File: config.mk
export PLATFORM = sky130hd
export DESIGN_NAME = flatten_stream_flat
export DESIGN_NICKNAME = d
export VERILOG_FILES = /design/src/rtl/flatten_stream_pkg.sv /design/src/rtl/flatten_stream_if.sv /design/src/rtl/flatten_index_gen.sv /design/src/rtl/flatten_stream.sv /design/src/flat_wrapper.sv
export SDC_FILE = /design/constraint.sdc
export NUM_CORES = 1
export LEC_CHECK = 0
export BUFFER_PORTS_ARGS = -buffer_cell sky130_fd_sc_hd__buf_2
export CAP_MARGIN = 20
export CORE_MARGIN = 5
export CORE_UTILIZATION = 51
export DETAILED_ROUTE_END_ITERATION = 10
export GPL_ROUTABILITY_DRIVEN = 0
export PLACE_DENSITY = 0.8
export RECOVER_POWER = 25
export SLEW_MARGIN = 40
export SYNTH_ARGS = -nofsm -noshare
export SYNTH_HDL_FRONTEND = slang
export SYNTH_SLANG_ARGS = --single-unit
File: constraint.sdc
create_clock -name clk_i -period 4.22 [get_ports clk_i]
set_input_delay 0.633 -clock clk_i [delete_from_list [all_inputs] [get_ports clk_i]]
set_output_delay 0.633 -clock clk_i [all_outputs]
set_load 0.05 [all_outputs]
File: src/rtl/flatten_stream_pkg.sv
// Shared types and widths for the flatten stage between the last conv/pool layer
// and the dense layer.
package flatten_stream_pkg;

    localparam int FEATURE_MAP_RESOLUTION = 8;
    localparam int FEATURE_MAP_ADDRWIDE   = 8;

    typedef enum logic {
        FLAT_HWC,
        FLAT_CHW
    } flatten_order_e;

    typedef enum logic {
        FILL,
        HOLD
    } flatten_state_e;

    // Counter width that stays at one bit for single-pixel frames.
    function automatic int cnt_width(input int n);
        return (n <= 1) ? 1 : $clog2(n);
    endfunction

endpackage

File: src/rtl/flatten_stream_if.sv
// Pixel-in / flattened-vector-out handshake bundle. The slave modport is the flatten
// block; the master modport is the upstream producer plus downstream consumer.
interface flatten_stream_if
    import flatten_stream_pkg::*;
#(
    parameter int F_IN_D           = 8,
    parameter int FLATTEN_OUT_SIZE = 40
) ();

    logic                                                  feature_in_valid_i;
    logic [F_IN_D-1:0][FEATURE_MAP_RESOLUTION-1:0]         feature_in_data_i;
    logic [FEATURE_MAP_ADDRWIDE-1:0]                       feature_in_addr_i;
    logic                                                  feature_in_ready_o;
    logic                                                  flatten_valid_o;
    logic [FLATTEN_OUT_SIZE-1:0][FEATURE_MAP_RESOLUTION-1:0] flatten_data_o;
    logic                                                  flatten_ready_i;

    modport slave (
        input  feature_in_valid_i,
        input  feature_in_data_i,
        input  feature_in_addr_i,
        output feature_in_ready_o,
        output flatten_valid_o,
        output flatten_data_o,
        input  flatten_ready_i
    );

    modport master (
        output feature_in_valid_i,
        output feature_in_data_i,
        output feature_in_addr_i,
        input  feature_in_ready_o,
        input  flatten_valid_o,
        input  flatten_data_o,
        output flatten_ready_i
    );

endinterface

File: src/rtl/flatten_index_gen.sv
// Maps (pixel counter, channel) to a slot of the flattened buffer for the chosen
// output ordering. Purely combinational; one instance per channel.
module flatten_index_gen
    import flatten_stream_pkg::*;
#(
    parameter int             F_IN_D   = 8,
    parameter int             F_IN_WXH = 5,
    parameter int             PIX_W    = 3,
    parameter int             IDX_W    = 7,
    parameter flatten_order_e ORDER    = FLAT_HWC
) (
    input  logic [PIX_W-1:0] pix_cnt,
    input  logic [IDX_W-1:0] chan,
    output logic [IDX_W-1:0] idx
);

    always_comb begin
        if (ORDER == FLAT_HWC) begin
            idx = IDX_W'(pix_cnt) * IDX_W'(F_IN_D) + chan;
        end else begin
            idx = chan * IDX_W'(F_IN_WXH) + IDX_W'(pix_cnt);
        end
    end

endmodule

File: src/rtl/flatten_stream.sv
// Collects one frame of pixel vectors into a register buffer and presents it as a
// single flattened vector; checks pixel addresses against the internal counter.
//   state | meaning
//   FILL  | accepting pixels, pix_cnt = next pixel slot
//   HOLD  | full vector presented, input stalled until consumer accepts
module flatten_stream
    import flatten_stream_pkg::*;
#(
    parameter int             F_IN_D     = 8,
    parameter int             F_IN_H     = 5,
    parameter int             F_IN_W     = 1,
    parameter flatten_order_e ORDER      = FLAT_HWC,
    parameter int             CHECK_ADDR = 1
) (
    input  logic              clk_i,
    input  logic              rst_ni,
    flatten_stream_if.slave   bus,
    output logic              addr_err_o,
    output logic              busy_o
);

    localparam int F_IN_WXH         = F_IN_H * F_IN_W;
    localparam int FLATTEN_OUT_SIZE = F_IN_WXH * F_IN_D;
    localparam int PIX_W            = cnt_width(F_IN_WXH);
    localparam int IDX_W            = $clog2(FLATTEN_OUT_SIZE) + 1;

    if (F_IN_D < 1 || F_IN_WXH < 1) begin : g_param_chk
        $error("flatten_stream: F_IN_D and F_IN_WXH must both be >= 1");
    end

    flatten_state_e                                          state_q;
    logic [PIX_W-1:0]                                        pix_cnt_q;
    logic                                                    in_ready_q;
    logic                                                    out_valid_q;
    logic                                                    addr_err_q;
    logic [FLATTEN_OUT_SIZE-1:0][FEATURE_MAP_RESOLUTION-1:0] buf_q;
    logic [IDX_W-1:0]                                        idx [F_IN_D];

    logic in_hs;
    logic last_pix;
    logic addr_bad;

    assign in_hs    = bus.feature_in_valid_i & in_ready_q;
    assign last_pix = (pix_cnt_q == PIX_W'(F_IN_WXH - 1));
    assign addr_bad = (bus.feature_in_addr_i != FEATURE_MAP_ADDRWIDE'(pix_cnt_q));

    for (genvar c = 0; c < F_IN_D; c++) begin : g_idx
        flatten_index_gen #(
            .F_IN_D   (F_IN_D),
            .F_IN_WXH (F_IN_WXH),
            .PIX_W    (PIX_W),
            .IDX_W    (IDX_W),
            .ORDER    (ORDER)
        ) u_idx (
            .pix_cnt (pix_cnt_q),
            .chan    (IDX_W'(c)),
            .idx     (idx[c])
        );
    end

    always_ff @(posedge clk_i or negedge rst_ni) begin
        if (!rst_ni) begin
            state_q     <= FILL;
            pix_cnt_q   <= '0;
            in_ready_q  <= 1'b1;
            out_valid_q <= 1'b0;
            addr_err_q  <= 1'b0;
        end else begin
            // A mismatched address only flags; data still lands at pix_cnt.
            if (CHECK_ADDR != 0 && in_hs && addr_bad) begin
                addr_err_q <= 1'b1;
            end
            case (state_q)
                FILL: begin
                    if (in_hs) begin
                        if (last_pix) begin
                            pix_cnt_q   <= '0;
                            state_q     <= HOLD;
                            in_ready_q  <= 1'b0;
                            out_valid_q <= 1'b1;
                        end else begin
                            pix_cnt_q <= pix_cnt_q + PIX_W'(1);
                        end
                    end
                end
                HOLD: begin
                    if (out_valid_q && bus.flatten_ready_i) begin
                        state_q     <= FILL;
                        in_ready_q  <= 1'b1;
                        out_valid_q <= 1'b0;
                    end
                end
                default: begin
                    state_q <= FILL;
                end
            endcase
        end
    end

    // Buffer is written only in FILL (ready low in HOLD), so a held vector is never disturbed.
    always_ff @(posedge clk_i) begin
        if (in_hs) begin
            for (int k = 0; k < FLATTEN_OUT_SIZE; k++) begin
                for (int c = 0; c < F_IN_D; c++) begin
                    if (idx[c] == IDX_W'(k)) begin
                        buf_q[k] <= bus.feature_in_data_i[c];
                    end
                end
            end
        end
    end

    assign bus.feature_in_ready_o = in_ready_q;
    assign bus.flatten_valid_o    = out_valid_q;
    assign bus.flatten_data_o     = buf_q;
    assign addr_err_o             = addr_err_q;
    assign busy_o                 = (pix_cnt_q != '0) || (state_q == HOLD);

endmodule
File: src/flat_wrapper.sv
// flat-port wrapper written by rule: the top's interface ports become plain ports
module flatten_stream_flat import flatten_stream_pkg::*;
#(
    parameter int             F_IN_D     = 8,
    parameter int             F_IN_H     = 5,
    parameter int             F_IN_W     = 1,
    parameter flatten_order_e ORDER      = FLAT_HWC,
    parameter int             CHECK_ADDR = 1
)
  (clk_i, rst_ni, addr_err_o, busy_o, bus_feature_in_valid_i, bus_feature_in_data_i, bus_feature_in_addr_i, bus_feature_in_ready_o, bus_flatten_valid_o, bus_flatten_data_o, bus_flatten_ready_i);
  flatten_stream_if #(.F_IN_D(F_IN_D)) bus_i ();
  input  logic clk_i;
  input  logic rst_ni;
  output logic addr_err_o;
  output logic busy_o;
  input wire logic [$bits(bus_i.feature_in_valid_i)-1:0] bus_feature_in_valid_i;
  input wire logic [$bits(bus_i.feature_in_data_i)-1:0] bus_feature_in_data_i;
  input wire logic [$bits(bus_i.feature_in_addr_i)-1:0] bus_feature_in_addr_i;
  output wire logic [$bits(bus_i.feature_in_ready_o)-1:0] bus_feature_in_ready_o;
  output wire logic [$bits(bus_i.flatten_valid_o)-1:0] bus_flatten_valid_o;
  output wire logic [$bits(bus_i.flatten_data_o)-1:0] bus_flatten_data_o;
  input wire logic [$bits(bus_i.flatten_ready_i)-1:0] bus_flatten_ready_i;
  assign bus_i.feature_in_valid_i = bus_feature_in_valid_i;
  assign bus_i.feature_in_data_i = bus_feature_in_data_i;
  assign bus_i.feature_in_addr_i = bus_feature_in_addr_i;
  assign bus_feature_in_ready_o = bus_i.feature_in_ready_o;
  assign bus_flatten_valid_o = bus_i.flatten_valid_o;
  assign bus_flatten_data_o = bus_i.flatten_data_o;
  assign bus_i.flatten_ready_i = bus_flatten_ready_i;
  flatten_stream #(.F_IN_D(F_IN_D), .F_IN_H(F_IN_H), .F_IN_W(F_IN_W), .ORDER(ORDER), .CHECK_ADDR(CHECK_ADDR)) u_core (.clk_i(clk_i), .rst_ni(rst_ni), .bus(bus_i), .addr_err_o(addr_err_o), .busy_o(busy_o));
endmodule
==> run summary <==
Synth Area in XOR/XNOR = 0.00214
status = complete, no violations
mapped cell area = 0.0123 mm²
Post-DRT Antenna Nets = 0
post-layout util = 0.665
crit path max fanout = 57
post-route design area = 0.0157 mm²
Crit. End Element = primary output
Iter 0 DRT Violations = 762
Setup crit start kind = flop
Critical R2R Capture = u_core.bus.flatten_data_o[275]
first-pass GRT wire length = 49.7 mm
Inst Count DP = 1429
Die Span Y = 165 µm
CTS tree = yes
Tmin final = 3.02 ns
FF/Latch Area = 0.00979 mm²
YS warnings = 0
GR Overflow Total = 0
Worst Hold End = u_core.addr_err_o
Site Rows = 56
leading area contributor after synthesis = edfxtp_1
post-synthesis compound-gate area fraction = 0.123
met3 usage = 0.0685
Clk pwr share = 0.445
post-place instance area = 0.0148 mm²
CTS H-tree lvls = 2
mux contribution to synthesized area = 0
Comb power frac = 0.032
DP Worst Slack = 1.50 ns
CTS sink cnt = 327
drt total wl = 34.5 mm
Reg2Reg Setup Slack = 1.48 ns
gr busiest metal = met2
Synth top area share = 0.781
number of synthesized flops with an enable pin = 320
antenna violations before repair = 0
# nets final = 1228
Non-Filler Instances = 1488
hpwl dp = 23.4 mm
clock-pin slew on the worst setup and hold paths = 0.06 ns
Sequential Power Share = 0.523
hold path depth = 3
RSZ-0062 raised after global routing = false
initial cell density of the core = 0.521
main combinational cell family by area after synthesis = compound AO/OA/AOI/OAI gates
Mapped Nets = 812
Sw Ratio = 0.195
M1 GR Usage = 0.306
maxcap violations = 0
CTS max path bufs = 3
CTS buffer count = 34
Leak Pwr = 6.62 nW
Max Fclk = 0.331 GHz
Worst Reg-to-Reg Cells = 5
number of remaining DRC errors = 0
Top Ports = 400
HP Class = in2reg
Slew @ Worst Pin = 1.01 ns
later-pin clock latency in the skew report = 0.50 ns
worst setup margin = 1.20 ns
Core Region = 0.0236 mm²
vias in the first global route = 8134
overall global routing resource usage = 0.243
die area = 0.0273 mm²
routed vias = 8144
Max-Slew Margin vs Limit = 0.327
Setup Skew = 0.0152 ns
Worst VDD drop = 0.358 mV
Switch Pwr = 0.00133 W
dominant synthesized flop cell = edfxtp_1
Power per Cell Area = 434 mW/mm²
Synth Register Bits = 327
largest net degree at the start of global routing = 58
met2 usage = 0.404
Setup violations, final = 0
Post-CTS Setup Bufs = 0
Multi-input gate area = 0.00236 mm²
ant diodes = 0
Worst Path Required = 3.59 ns
Hold Crit Start = bus_feature_in_addr_i[5]
Final period util = 0.716
DR WL/cell = 23.2 µm
ys async rst share = 0.0214
Post-Synth Adder-Cell Area = 0.00508
area growth from synthesis to layout = 27.6%
clock root cell = clkbuf_16
internal power = 0.00548 W
Vias per Instance = 5.47
Worst Setup SP = u_core.pix_cnt_q[0]
post-synthesis simple-gate area fraction = 0.0595
Detailed Routing Iterations Pass 1 = 5
PortBufs = 399
r2r startpoint = u_core.pix_cnt_q[0]
Post-Synthesis Cells = 731
CTS resizes = 0
Final Max Slew Viols = 0
Fin. Hold Viols = 0
worst path arrival time = 2.39 ns
synth unique cells = 26
setup TNS = 0 ns
Seq/Total Area, Yosys = 0.795
fillers = 1710
Syn Area/Cell = 16.8 µm²
largest cells by area after synthesis = edfxtp_1 (78%), a21o_1 (12%), nand2_1 (3.0%)
Crit Path Category = reg2out
Die X-Extent = 165 µm
share of cells above drive strength 1 = 0.279
-- flip-flops by register name (all words and copies together) (netlist names) --
register and flops:
u_core.bus.flatten_data_o 320, u_core.bus.flatten_valid_o 1, u_core.state_q 1, u_core.addr_err_o 1, u_core.bus.feature_in_ready_o 1, u_core.pix_cnt_q 3
-- stage by stage --
stage                     hold slack [ns]  power [W]
after CTS                           0.339    0.00684
after floorplan                     0.337    0.00373
final                               0.409    0.00681
after global placement              0.473    0.00383
after detailed placement            0.470    0.00384
after global routing                0.399    0.00702
-- worst max-delay path, stage by stage, from the launching register on --
cell and delay, ns:
dfrtp_1 0.45, inv_1 0.11, ha_1 0.20, nor2b_4 0.16, buf_4 0.57, nand2b_1 0.15, buf_2 0.24
-- synth_stat cells (3+ instances only) --
cell type / number
a21o_1: 192
inv_1: 5
nand2b_1: 9
nor2b_2: 6
edfxtp_1: 320
buf_2: 19
buf_4: 5
nand2_1: 98
o21ai_0: 4
nor2b_1: 29
ha_1: 5
dfrtp_1: 6
xor2_1: 3
clkbuf_1: 8
a21oi_1: 3
and3_1: 5
-- layer usage --
metal / vias up / share of wire
li1: 3574 / -
met1: 3971 / 0.37
met2: 514 / 0.48
met3: 85 / 0.11
met4: 0 / 0.038
met5: - / 0
-- layout make-up --
class	instances	area share
Tap cell	319	0.0254
Sequential cell	327	0.624
Clock inverter	17	0.0118
Clock buffer	41	0.0600
Timing Repair Buffer	412	0.128
Multi-Input combinational cell	367	0.151
Inverter	5	0.00120
-- repair_timing --
item | 4_1_cts | 5_1_grt
hold buffers | 1 | 0
endpoints found under the hold margin | 6 | 0
setup endpoints to repair | 0 | 0
-- worst max-delay path by stage --
stage | end | cells past startpoint
after CTS | busy_o | 6
after floorplan | u_core.bus.flatten_data_o[0] | 5
after detailed placement | u_core.bus.flatten_data_o[268] | 5
final | busy_o | 6
after global placement | u_core.bus.flatten_data_o[299] | 4
after global routing | busy_o | 6
-- logic make-up after synthesis --
| group | after synthesis |
|---|---|
| simple gates | 155 |
| compound gates | 204 |
| xor+xnor | 3 |
| buf+inv | 37 |
| fa+ha+maj | 5 |
| flops | 327 |
-- power by group through the flow --
stage	clock (W)	sequential, W	combinational, W
final	0.00303	0.00356	0.000216
after global routing	0.00323	0.00356	0.000237
after CTS	0.00306	0.00356	0.000216
after detailed placement	0	0.00363	0.000213
after global placement	0	0.00363	0.000204
after floorplan	0	0.00363	0.000103
-- layout by cell type (no fill, tap or decap), types with 6 or more instances in the layout --
cell type / n
clkbuf_16: 37
a21o_1: 192
clkinv_1: 6
nand2b_1: 9
nand2_1: 98
buf_2: 253
clkbuf_1: 150
edfxtp_1: 320
dfrtp_1: 6
nor2b_1: 28
nor2b_2: 6
buf_12: 7
Power figures use the tool's default switching activity.
